`config.mk`:
```
export PLATFORM = sky130hd
export DESIGN_NAME = cmd_stream_arbiter_2x32
export DESIGN_NICKNAME = d
export VERILOG_FILES = /design/src/rtl/cmd_stream_arbiter_2x32_pkg.sv /design/src/rtl/cmd_stream_arbiter_2x32_slice.sv /design/src/rtl/cmd_stream_arbiter_2x32.sv
export SDC_FILE = /design/constraint.sdc
export NUM_CORES = 1
export LEC_CHECK = 0
export ABC_CLOCK_PERIOD_IN_PS = 1700
export CORE_MARGIN = 10
export CORE_UTILIZATION = 39
export CTS_CLUSTER_SIZE = 24
export DETAILED_ROUTE_END_ITERATION = 8
export PLACE_DENSITY_LB_ADDON = 0.1
export REMOVE_ABC_BUFFERS = 1
export SLEW_MARGIN = 20
export SYNTH_ARGS = -nofsm -noshare
export SYNTH_HDL_FRONTEND = slang
export SYNTH_SLANG_ARGS = --single-unit
```
`constraint.sdc`:
```
create_clock -name clk -period 1.7 [get_ports clk]
set_clock_uncertainty 0.05 [all_clocks]
set_input_delay 0.425 -clock clk [delete_from_list [all_inputs] [get_ports clk]]
set_output_delay 0.425 -clock clk [all_outputs]
set_load 0.02 [all_outputs]
```
`src/rtl/cmd_stream_arbiter_2x32_pkg.sv`:
```
// Shared command opcodes and arbiter FSM encoding.
// Used by the command arbiter and the tone-config decoder.
package cmd_stream_arbiter_2x32_pkg;

  localparam logic [3:0] CMD_IDX         = 4'h1;
  localparam logic [3:0] CMD_GAIN        = 4'h2;
  localparam logic [3:0] CMD_IDX_COMMIT  = 4'h3;
  localparam logic [3:0] CMD_GAIN_COMMIT = 4'h4;
  localparam logic [3:0] CMD_SAFE        = 4'hC;
  localparam logic [3:0] CMD_COMMIT      = 4'hF;

  typedef enum logic [1:0] {
    ST_IDLE,
    ST_GRANT,
    ST_LOCKED
  } arb_state_t;

  function automatic logic is_commit_class(input logic [3:0] cmd);
    return (cmd == CMD_IDX_COMMIT)  ||
           (cmd == CMD_GAIN_COMMIT) ||
           (cmd == CMD_SAFE)        ||
           (cmd == CMD_COMMIT);
  endfunction

endpackage

```
`src/rtl/cmd_stream_arbiter_2x32_slice.sv`:
```
// Single-entry valid/ready register slice (32-bit).
// Ports: in_* upstream beat, out_* registered beat.
module axis_reg_slice32 (
  input  logic        clk,
  input  logic        rst_n,
  input  logic [31:0] in_data,
  input  logic        in_valid,
  output logic        in_ready,
  output logic [31:0] out_data,
  output logic        out_valid,
  input  logic        out_ready
);

  assign in_ready = ~out_valid | out_ready;

  always_ff @(posedge clk or negedge rst_n) begin
    if (!rst_n) begin
      out_valid <= 1'b0;
      out_data  <= '0;
    end else if (in_valid && in_ready) begin
      out_valid <= 1'b1;
      out_data  <= in_data;
    end else if (out_ready) begin
      out_valid <= 1'b0;
    end
  end

endmodule

```
`src/rtl/cmd_stream_arbiter_2x32.sv`:
```
// Transaction-locked 2:1 command stream arbiter with watchdog.
// Ports: s0/s1 sources, m sink, owner/locked/timeout status.
module cmd_stream_arbiter_2x32
  import cmd_stream_arbiter_2x32_pkg::*;
#(
  parameter int unsigned TIMEOUT_CYC = 1024,
  parameter int unsigned TOCNT_W     = 8
) (
  input  logic               clk,
  input  logic               rst_n,
  input  logic [31:0]        s0_axis_tdata,
  input  logic               s0_axis_tvalid,
  output logic               s0_axis_tready,
  input  logic [31:0]        s1_axis_tdata,
  input  logic               s1_axis_tvalid,
  output logic               s1_axis_tready,
  output logic [31:0]        m_axis_tdata,
  output logic               m_axis_tvalid,
  input  logic               m_axis_tready,
  output logic               owner,
  output logic               locked,
  output logic               timeout_pulse,
  output logic [TOCNT_W-1:0] timeout_cnt
);

  localparam bit WD_EN = (TIMEOUT_CYC > 0);
  localparam int WD_W  = (TIMEOUT_CYC > 1) ? $clog2(TIMEOUT_CYC) : 1;
  localparam logic [WD_W-1:0] WD_TERM = WD_W'(TIMEOUT_CYC - 1);

  arb_state_t      state, state_n;
  logic            owner_n;
  logic            prio, prio_n;
  logic [WD_W-1:0] wd, wd_n;
  logic            to_evt;

  logic [31:0] sel_data;
  logic        sel_valid;
  logic        slice_ready;
  logic        owner_ready;
  logic        accept;
  logic        commit;
  logic        wd_hit;

  assign sel_data    = owner ? s1_axis_tdata : s0_axis_tdata;
  assign sel_valid   = owner ? s1_axis_tvalid : s0_axis_tvalid;
  assign owner_ready = (state == ST_LOCKED) & slice_ready;
  assign s0_axis_tready = owner_ready & ~owner;
  assign s1_axis_tready = owner_ready & owner;
  assign accept = owner_ready & sel_valid;
  assign commit = accept & is_commit_class(sel_data[31:28]);
  assign locked = (state == ST_LOCKED);

  // Backpressure keeps sel_valid high, so it never counts as idle.
  assign wd_hit = WD_EN && (state == ST_LOCKED) &&
                  !sel_valid && (wd == WD_TERM);

  axis_reg_slice32 u_slice (
    .clk       (clk),
    .rst_n     (rst_n),
    .in_data   (sel_data),
    .in_valid  (accept),
    .in_ready  (slice_ready),
    .out_data  (m_axis_tdata),
    .out_valid (m_axis_tvalid),
    .out_ready (m_axis_tready)
  );

  always_comb begin
    state_n = state;
    owner_n = owner;
    prio_n  = prio;
    wd_n    = wd;
    to_evt  = 1'b0;
    unique case (state)
      ST_IDLE: begin
        if (s0_axis_tvalid || s1_axis_tvalid) begin
          state_n = ST_GRANT;
          if (s0_axis_tvalid && s1_axis_tvalid)
            owner_n = prio;
          else
            owner_n = s1_axis_tvalid;
        end
      end
      ST_GRANT: begin
        state_n = ST_LOCKED;
        wd_n    = '0;
      end
      ST_LOCKED: begin
        if (commit) begin
          state_n = ST_IDLE;
          prio_n  = ~owner;
          wd_n    = '0;
        end else if (wd_hit) begin
          state_n = ST_IDLE;
          prio_n  = ~owner;
          wd_n    = '0;
          to_evt  = 1'b1;
        end else if (WD_EN && !sel_valid) begin
          wd_n = wd + WD_W'(1);
        end else begin
          wd_n = '0;
        end
      end
      default: state_n = ST_IDLE;
    endcase
  end

  always_ff @(posedge clk or negedge rst_n) begin
    if (!rst_n) begin
      state         <= ST_IDLE;
      owner         <= 1'b0;
      prio          <= 1'b0;
      wd            <= '0;
      timeout_pulse <= 1'b0;
      timeout_cnt   <= '0;
    end else begin
      state         <= state_n;
      owner         <= owner_n;
      prio          <= prio_n;
      wd            <= wd_n;
      timeout_pulse <= to_evt;
      if (to_evt && (timeout_cnt != '1))
        timeout_cnt <= timeout_cnt + TOCNT_W'(1);
    end
  end

endmodule

```
==> key figures, run 1 <==
Outcome
  – Outcome: finished with violations
  – Failing checks: setup timing

Yosys
  – Post-synth ARST share: 1.00
  – Largest family of logic cells by synthesized area: simple AND/OR/NAND/NOR gates
  – Simple-gate share of the synthesized area: 0.155
  – Syn avg cell area: 10.1 um2
  – Share of the yosys chip area belonging to registers: 0.507
  – Post-synth EDFFs: 0
  – Ys flop type: dfrtp_1
  – Mux cell area share after synthesis: 0.136
  – Adder-Cell Fraction of Synth Area: 0.0227
  – Post-synthesis register bit count: 56
  – Mapped Area: 0.00276 mm2
  – Synth warn: 0
  – Library cells used by synthesis: 36
  – Post-Syn Instances: 273
  – Synth Area in XOR/XNOR: 0.0317
  – Compound-Gate Fraction of Synth Area: 0.114

Routing
  – Post-route ant nets: 0
  – DRT Wirelength: 9340 um
  – Pre-Repair DR Iteration Count: 4
  – DR WL/cell: 17.1 um
  – Total number of vias: 2693
  – DRC Markers: 0
  – Vias per inst: 4.92
  – 1st-iter DRT viols: 89

Final layout
  – Share of layout cells above drive strength 1: 0.259
  – Layout area overhead: 77.4%
  – Fillers: 554
  – Antenna diodes: 0
  – Design area: 0.00490 mm2
  – Layout net count: 524

STA
  – Min cycle time layout: 1870 ps
  – Count of final setup violators: 34
  – Max-slew violations: 0
  – Slew HR: 0.791
  – Final Hold Fails: 0
  – Final worst-path setup slack: -165 ps
  – RSZ-0062 raised after global routing: true
  – Max Clk Rate: 536 MHz
  – Worst-Margin Slew: 313 ps
  – Final period util: 1.10

Global route
  – First-pass GRT wire length: 13000 um
  – Number of global-route vias before repair: 2561
  – Global route overflow: 0
  – Total GRT Usage: 0.145
  – Largest net degree at the start of global routing: 57
  – Initial antenna violation count: 0

Floorplanning
  – # rows: 30
  – Core area: 0.00683 mm2
  – Die area: 0.0108 mm2
  – Die H: 104 um
  – IO Pins: 115
  – Initial core utilization: 0.404
  – Chip width: 104 um

Place
  – Hpwl dp: 6170 um
  – IO Port Bufs: 114
  – Placed cell area: 0.00433 mm2
  – Routability cong.: 0.809

Pwr
  – LEAKAGE: 2.44 nW
  – Peak supply drop: 0.769 mV
  – Total power: 6.50 mW
  – Cell Pwr Density: 1330 mW/mm2

Clock network
  – CTS buffer count: 5
  – Clk slew on worst S/H paths: 100 ps
  – Hold buffers post-CTS: 0
  – CTS tree: done
  – CTS max path bufs: 2
  – Clk Latency, worst-skew pair: 310 ps
  – Clock sink count: 56
  – H-tree levels: 2
  – Clock root cell: clkbuf_8

Worst setup path
  – CP required: 1220 ps
  – Critical path peak fanout: 3
  – Critical Path Start Type: primary input
  – Crit path kind: primary input to primary output
  – Setup crit end kind: primary output
  – Arrival @ worst endpoint: 1390 ps

Job
  – Max-Cap Viols: 0

Min path
  – HP Class: primary input to asynchronous set/reset pin
-- power by group --
group | total [mW] | switching, mW | internal [mW]
clock | 0.761 | 0.427 | 0.334
combinational | 3.77 | 1.93 | 1.85
sequential | 1.96 | 0.220 | 1.74
total | 6.50 | 2.58 | 3.92
-- state kept, by name, indices dropped and copies added (netlist names) --
signal and cells:
u_slice.out_valid 1, timeout_pulse 1, prio 1, owner 1, state 2, timeout_cnt 8
u_slice.out_data 32, wd 10
-- cell usage in the layout, fill, tap and decap left out, types with 3 or more instances in the layout --
cell and count:
a21oi_1 3, a31oi_1 3, and4_1 3, buf_12 4, buf_4 47, buf_6 15
clkbuf_16 5, clkbuf_8 6, clkdlybuf4s50_1 65, dfrtp_1 55, dlygate4sd2_1 44, inv_1 9
mux2i_1 30, mux2i_4 4, nand2_1 50, nand2b_4 3, nand3_1 5, nand4_1 4
o21ai_0 18, o21ai_1 18, o22ai_1 3, or2_4 3, xnor2_1 7
-- layout make-up --
type                    count  area [um2]  share of cell area
flip-flops and latches     56        1400               0.286
clock buffers               8        90.1              0.0184
well taps                  96         120              0.0245
inverters                  10        37.5             0.00766
multi-input cells         196        1480               0.302
repair buffers            181        1770               0.361
-- final timing paths --
kind	to	start	depth (start not counted)	slack (ps)
worst min register to register	u_slice.out_data[9]	u_slice.out_data[9]	2	430
worst max register to register	state[0]	owner	7	-130
max in group asynchronous	owner	rst_n	2	1290
worst min-delay path	u_slice.out_data[22]	rst_n	2	40
worst max-delay path	s0_axis_tready	m_axis_tready	5	-170
min in group clk	u_slice.out_data[9]	u_slice.out_data[9]	2	430
-- synth_stat cells (4+ instances only) --
cell type | count | area [um2]
a21oi_1 | 5 | 25.0
mux2i_1 | 33 | 330
dfrtp_1 | 56 | 1400
o22ai_1 | 4 | 25.0
and3_1 | 4 | 25.0
inv_1 | 10 | 37.5
ha_1 | 5 | 62.6
and4_1 | 4 | 35.0
o21ai_0 | 35 | 175
nand3_1 | 5 | 25.0
nand2_1 | 53 | 199
nand4_1 | 4 | 25.0
clkbuf_1 | 7 | 26.3
xnor2_1 | 7 | 61.3
nor2_1 | 5 | 18.8
-- per-stage QoR --
step / utilization / setup TNS [ps] / hold slack, ps / setup WS [ps] / cells
global placement: 0.634 / -20420 / 398 / -650 / 517
CTS: 0.665 / -741 / 64.1 / -168 / 531
global route: 0.717 / -4090 / 42.7 / -204 / 547
finish: 0.717 / -1710 / 39.5 / -165 / 547
detailed placement: 0.634 / -21330 / 405 / -645 / 517
floorplan: - / -75300 / 79.4 / -1600 / 261
-- worst max-delay path: stages --
cell and delay [ps]:
clkdlybuf4s50_1 460, nand2b_4 130, nand2_1 90, nor2_2 120, buf_4 160
-- timing repair --
item	4_1_cts	5_1_grt
endpoints found under the setup margin	98	49
gates resized for setup	97	44
pin swaps	10	16
cloned	0	10
setup buffers	6	6
-- kinds of logic (layout without fill, tap and decap cells) --
kind of cell / count (synthesis) / after routing
and+or+nand+nor: 87 / 88
muxes: 36 / 36
DFF: 56 / 56
xor gates and xnor gates: 10 / 10
AOI/OAI and AO/OA: 57 / 57
buffers and inverters: 22 / 199
adders and majority gates: 5 / 5
-- routing by layer --
metal / vias to the layer above / global-route usage / wire length (um)
met3: 10 / 0.0446 / 525
met1: 1286 / 0.169 / 3850
li1: 1312 / - / -
met4: 0 / 0.0358 / 107
met2: 85 / 0.251 / 4860
met5: - / 0 / 0
(Power assumes the default switching activity.)
==> run 2: changes to the inputs <==
ABC_AREA = 1   (was not set)
==> run 2 against run 1 <==
  * The run still ends with setup timing left
  * Hold slack gained 400 ps
  * Flip-flop and latch count is the same
  * Utilization is 6.2 points lower
  * Combinational power is 13% lower
  * Sequential share of layout area grew 2.4 points
  * Critical path depth shrank 1
  * Register-to-register slack gained 190 ps
==> key figures, run 2 <==
Floorplanning
  – Initial core utilization: 0.407 (+0.00249)
  – Core area: 0.00691 mm2 (+1.1%)
  – Chip width: 105 um (+0.69%)
  – Die area: 0.0110 mm2 (+1.4%)
  – IO Pins: 115 (unchanged)
  – Die H: 105 um (+0.69%)
  – # rows: 30 (unchanged)

Pwr
  – Peak supply drop: 0.625 mV (-19%)
  – Total power: 6.23 mW (-4.1%)
  – LEAKAGE: 2.12 nW (-13%)
  – Cell Pwr Density: 1380 mW/mm2 (+3.7%)

Global route
  – Largest net degree at the start of global routing: 42 (-26%)
  – Initial antenna violation count: 0 (unchanged)
  – Global route overflow: 0 (unchanged)
  – Number of global-route vias before repair: 2800 (+9.3%)
  – Total GRT Usage: 0.148 (+0.00317)
  – First-pass GRT wire length: 13500 um (+4.3%)

Yosys
  – Mapped Area: 0.00281 mm2 (+1.7%)
  – Synth warn: 0 (unchanged)
  – Cell taking the most area after synthesis: dfrtp_1
  – Top cells by count, synth: 121 x nand2_1, 56 x dfrtp_1, 38 x nor2_1, 28 x a31oi_1, 23 x inv_1
  – Post-Syn Instances: 347 (+27%)
  – Post-synth EDFFs: 0 (unchanged)
  – Post-synthesis register bit count: 56 (unchanged)
  – Synth top area cells: dfrtp_1 50%, nand2_1 16%, a31oi_1 6.2%, nor2_1 5.1%, inv_1 3.1%
  – Post-synth ARST share: 1.00 (unchanged)
  – Library cells used by synthesis: 26 (-28%)
  – Top-area cell type share of the netlist area: 0.499 (-0.00859)
  – Ys flop type: dfrtp_1
  – Syn avg cell area: 8.09 um2 (-20%)
  – Most frequent cell after synthesis: nand2_1
  – Share of the yosys chip area belonging to registers: 0.499 (-0.00859)

STA
  – Min cycle time layout: 1720 ps (-146 ps)
  – Slew HR: 0.739 (-0.0526)
  – Max-slew violations: 0 (unchanged)
  – Final period util: 1.01 (-0.0856)
  – Max Clk Rate: 582 MHz (+8.5%)
  – RSZ-0062 raised after global routing: true
  – Final Hold Fails: 0 (unchanged)
  – Count of final setup violators: 2 (-94%)
  – Final hold slack: 440 ps (+401 ps)
  – Final worst-path setup slack: -19.5 ps (+146 ps)
  – Worst-Margin Slew: 392 ps (+79.3 ps)

Clock network
  – Clock root cell: clkbuf_8
  – CTS max path bufs: 2 (unchanged)
  – Clock sink count: 56 (unchanged)
  – CTS buffer count: 5 (unchanged)
  – Clk Latency, worst-skew pair: 310 ps (about the same)
  – Clk slew on worst S/H paths: 100 ps (about the same)
  – CTS tree: done
  – H-tree levels: 2 (unchanged)

Place
  – Routability cong.: 0.821 (+1.5%)
  – IO Port Bufs: 114 (unchanged)
  – Place WS: -529 ps (+117 ps)
  – Hpwl dp: 6580 um (+6.6%)
  – Placed cell area: 0.00425 mm2 (-2.0%)

Routing
  – DRT Wirelength: 8540 um (-8.5%)
  – Post-route ant nets: 0 (unchanged)
  – 1st-iter DRT viols: 68 (-24%)
  – Vias per inst: 4.70 (-4.6%)
  – DR WL/cell: 14.5 um (-15%)
  – Total number of vias: 2763 (+2.6%)
  – DRC Markers: 0 (unchanged)
  – Pre-Repair DR Iteration Count: 4 (unchanged)

Final layout
  – Antenna diodes: 0 (unchanged)
  – Layout area overhead: 61.2%
  – Share of layout cells above drive strength 1: 0.154 (-0.105)
  – Commonest non-fill, non-tap cell in the layout: nand2_1
  – Finished Core Util: 0.655 (-0.0616)
  – Most frequent cells in the layout: 119 x nand2_1, 66 x clkdlybuf4s50_1, 55 x dfrtp_1, 42 x dlygate4sd2_1, 35 x nor2_1
  – Fillers: 640 (+16%)
  – Biggest regs: u_slice.out_data (32), wd (10), timeout_cnt (8)
  – Biggest register: u_slice.out_data
  – Design area: 0.00453 mm2 (-7.6%)
  – Max reg flops: 32 (unchanged)
  – Layout net count: 565 (+7.8%)

Worst setup path
  – Arrival @ worst endpoint: 1240 ps (-150 ps)
  – CP required: 1220 ps (about the same)
  – Setup crit end kind: primary output
  – Critical Path Start Type: primary input
  – Crit path kind: primary input to primary output
  – Critical path peak fanout: 3 (unchanged)

Job
  – Max-Cap Viols: 0 (unchanged)

Outcome
  – Outcome: finished with violations
  – Failing checks: setup timing

Min path
  – HP Class: register to register
## run 2: changes by cell type after synthesis, moves of 4 or more
| cell | previous run | this run |
|---|---|---|
| nand2_1 | 53 | 121 |
| mux2i_1 | 33 | 0 |
| nor2_1 | 5 | 38 |
| a31oi_1 | 3 | 28 |
| o21ai_0 | 35 | 13 |
| inv_1 | 10 | 23 |
| nand3_1 | 5 | 13 |
| xor2_1 | 3 | 8 |
| a21oi_1 | 5 | 1 |
| and3_1 | 4 | 0 |
| and4_1 | 4 | 0 |
| inv_2 | 0 | 4 |
| nand4_1 | 4 | 0 |
## run 2: where the power goes
part	switching [mW]	total, mW	internal (mW)	leakage, nW
clock	0.473	0.918	0.445	0.0548
sequential	0.254	2.03	1.78	0.686
combinational	1.88	3.28	1.40	1.38
total	2.61	6.23	3.62	2.12
## run 2: repair_timing
| item | CTS | global route |
|---|---|---|
| endpoints found under the setup margin | 60 | 38 |
| pin swaps | 4 | 8 |
| buffers inserted | 0 | 5 |
| endpoints found under the hold margin | 15 | 0 |
| resized for setup | 65 | 33 |
| hold buffers | 1 | 0 |
| cloned | 0 | 2 |
## run 2: worst paths after layout
| check | end | slack (ps) | cells after the start | start |
|---|---|---|---|---|
| hold reg to reg | u_slice.out_data[30] | 440 | 2 | u_slice.out_data[30] |
| min in group asynchronous | wd[6] | 500 | 2 | rst_n |
| setup / recovery | s0_axis_tready | -20 | 4 | m_axis_tready |
| max in group asynchronous | wd[5] | 550 | 3 | rst_n |
| hold / removal | u_slice.out_data[30] | 440 | 2 | u_slice.out_data[30] |
| setup reg to reg | u_slice.out_data[1] | 60 | 8 | owner |
## run 2: kinds of logic after synthesis
group           share of synthesized area
buf+inv                            0.0619
flops                               0.499
xor+xnor                           0.0405
compound gates                      0.110
fa+ha+maj                          0.0223
simple gates                        0.266
## run 2: critical path, stage by stage
cell and delay [ps]:
clkdlybuf4s50_1 440, o21ai_2 170, nor2_1 60, buf_4 150
## run 2: final cells by class
cell class | instances | area (um2) | area share
Timing Repair Buffer | 150 | 1450 | 0.319
Inverter | 27 | 106 | 0.0235
Clock buffer | 5 | 68.8 | 0.0152
Clock inverter | 3 | 46.3 | 0.0102
Multi-Input combinational cell | 251 | 1340 | 0.295
Sequential cell | 56 | 1400 | 0.310
Tap cell | 96 | 120 | 0.0265
## run 2: routing by layer
layer	GRT usage	up-vias	wire, um
li1	-	1403	-
met4	0.0402	0	80
met1	0.161	1257	3550
met3	0.0786	7	915
met2	0.246	96	4000
met5	0	-	0
## run 2: stage by stage
step	instances	TNS, ps
floorplan	334	-55950
global placement	572	-13520
detailed placement	572	-14900
CTS	581	-35.1
global route	588	-224
finish	588	-38.8
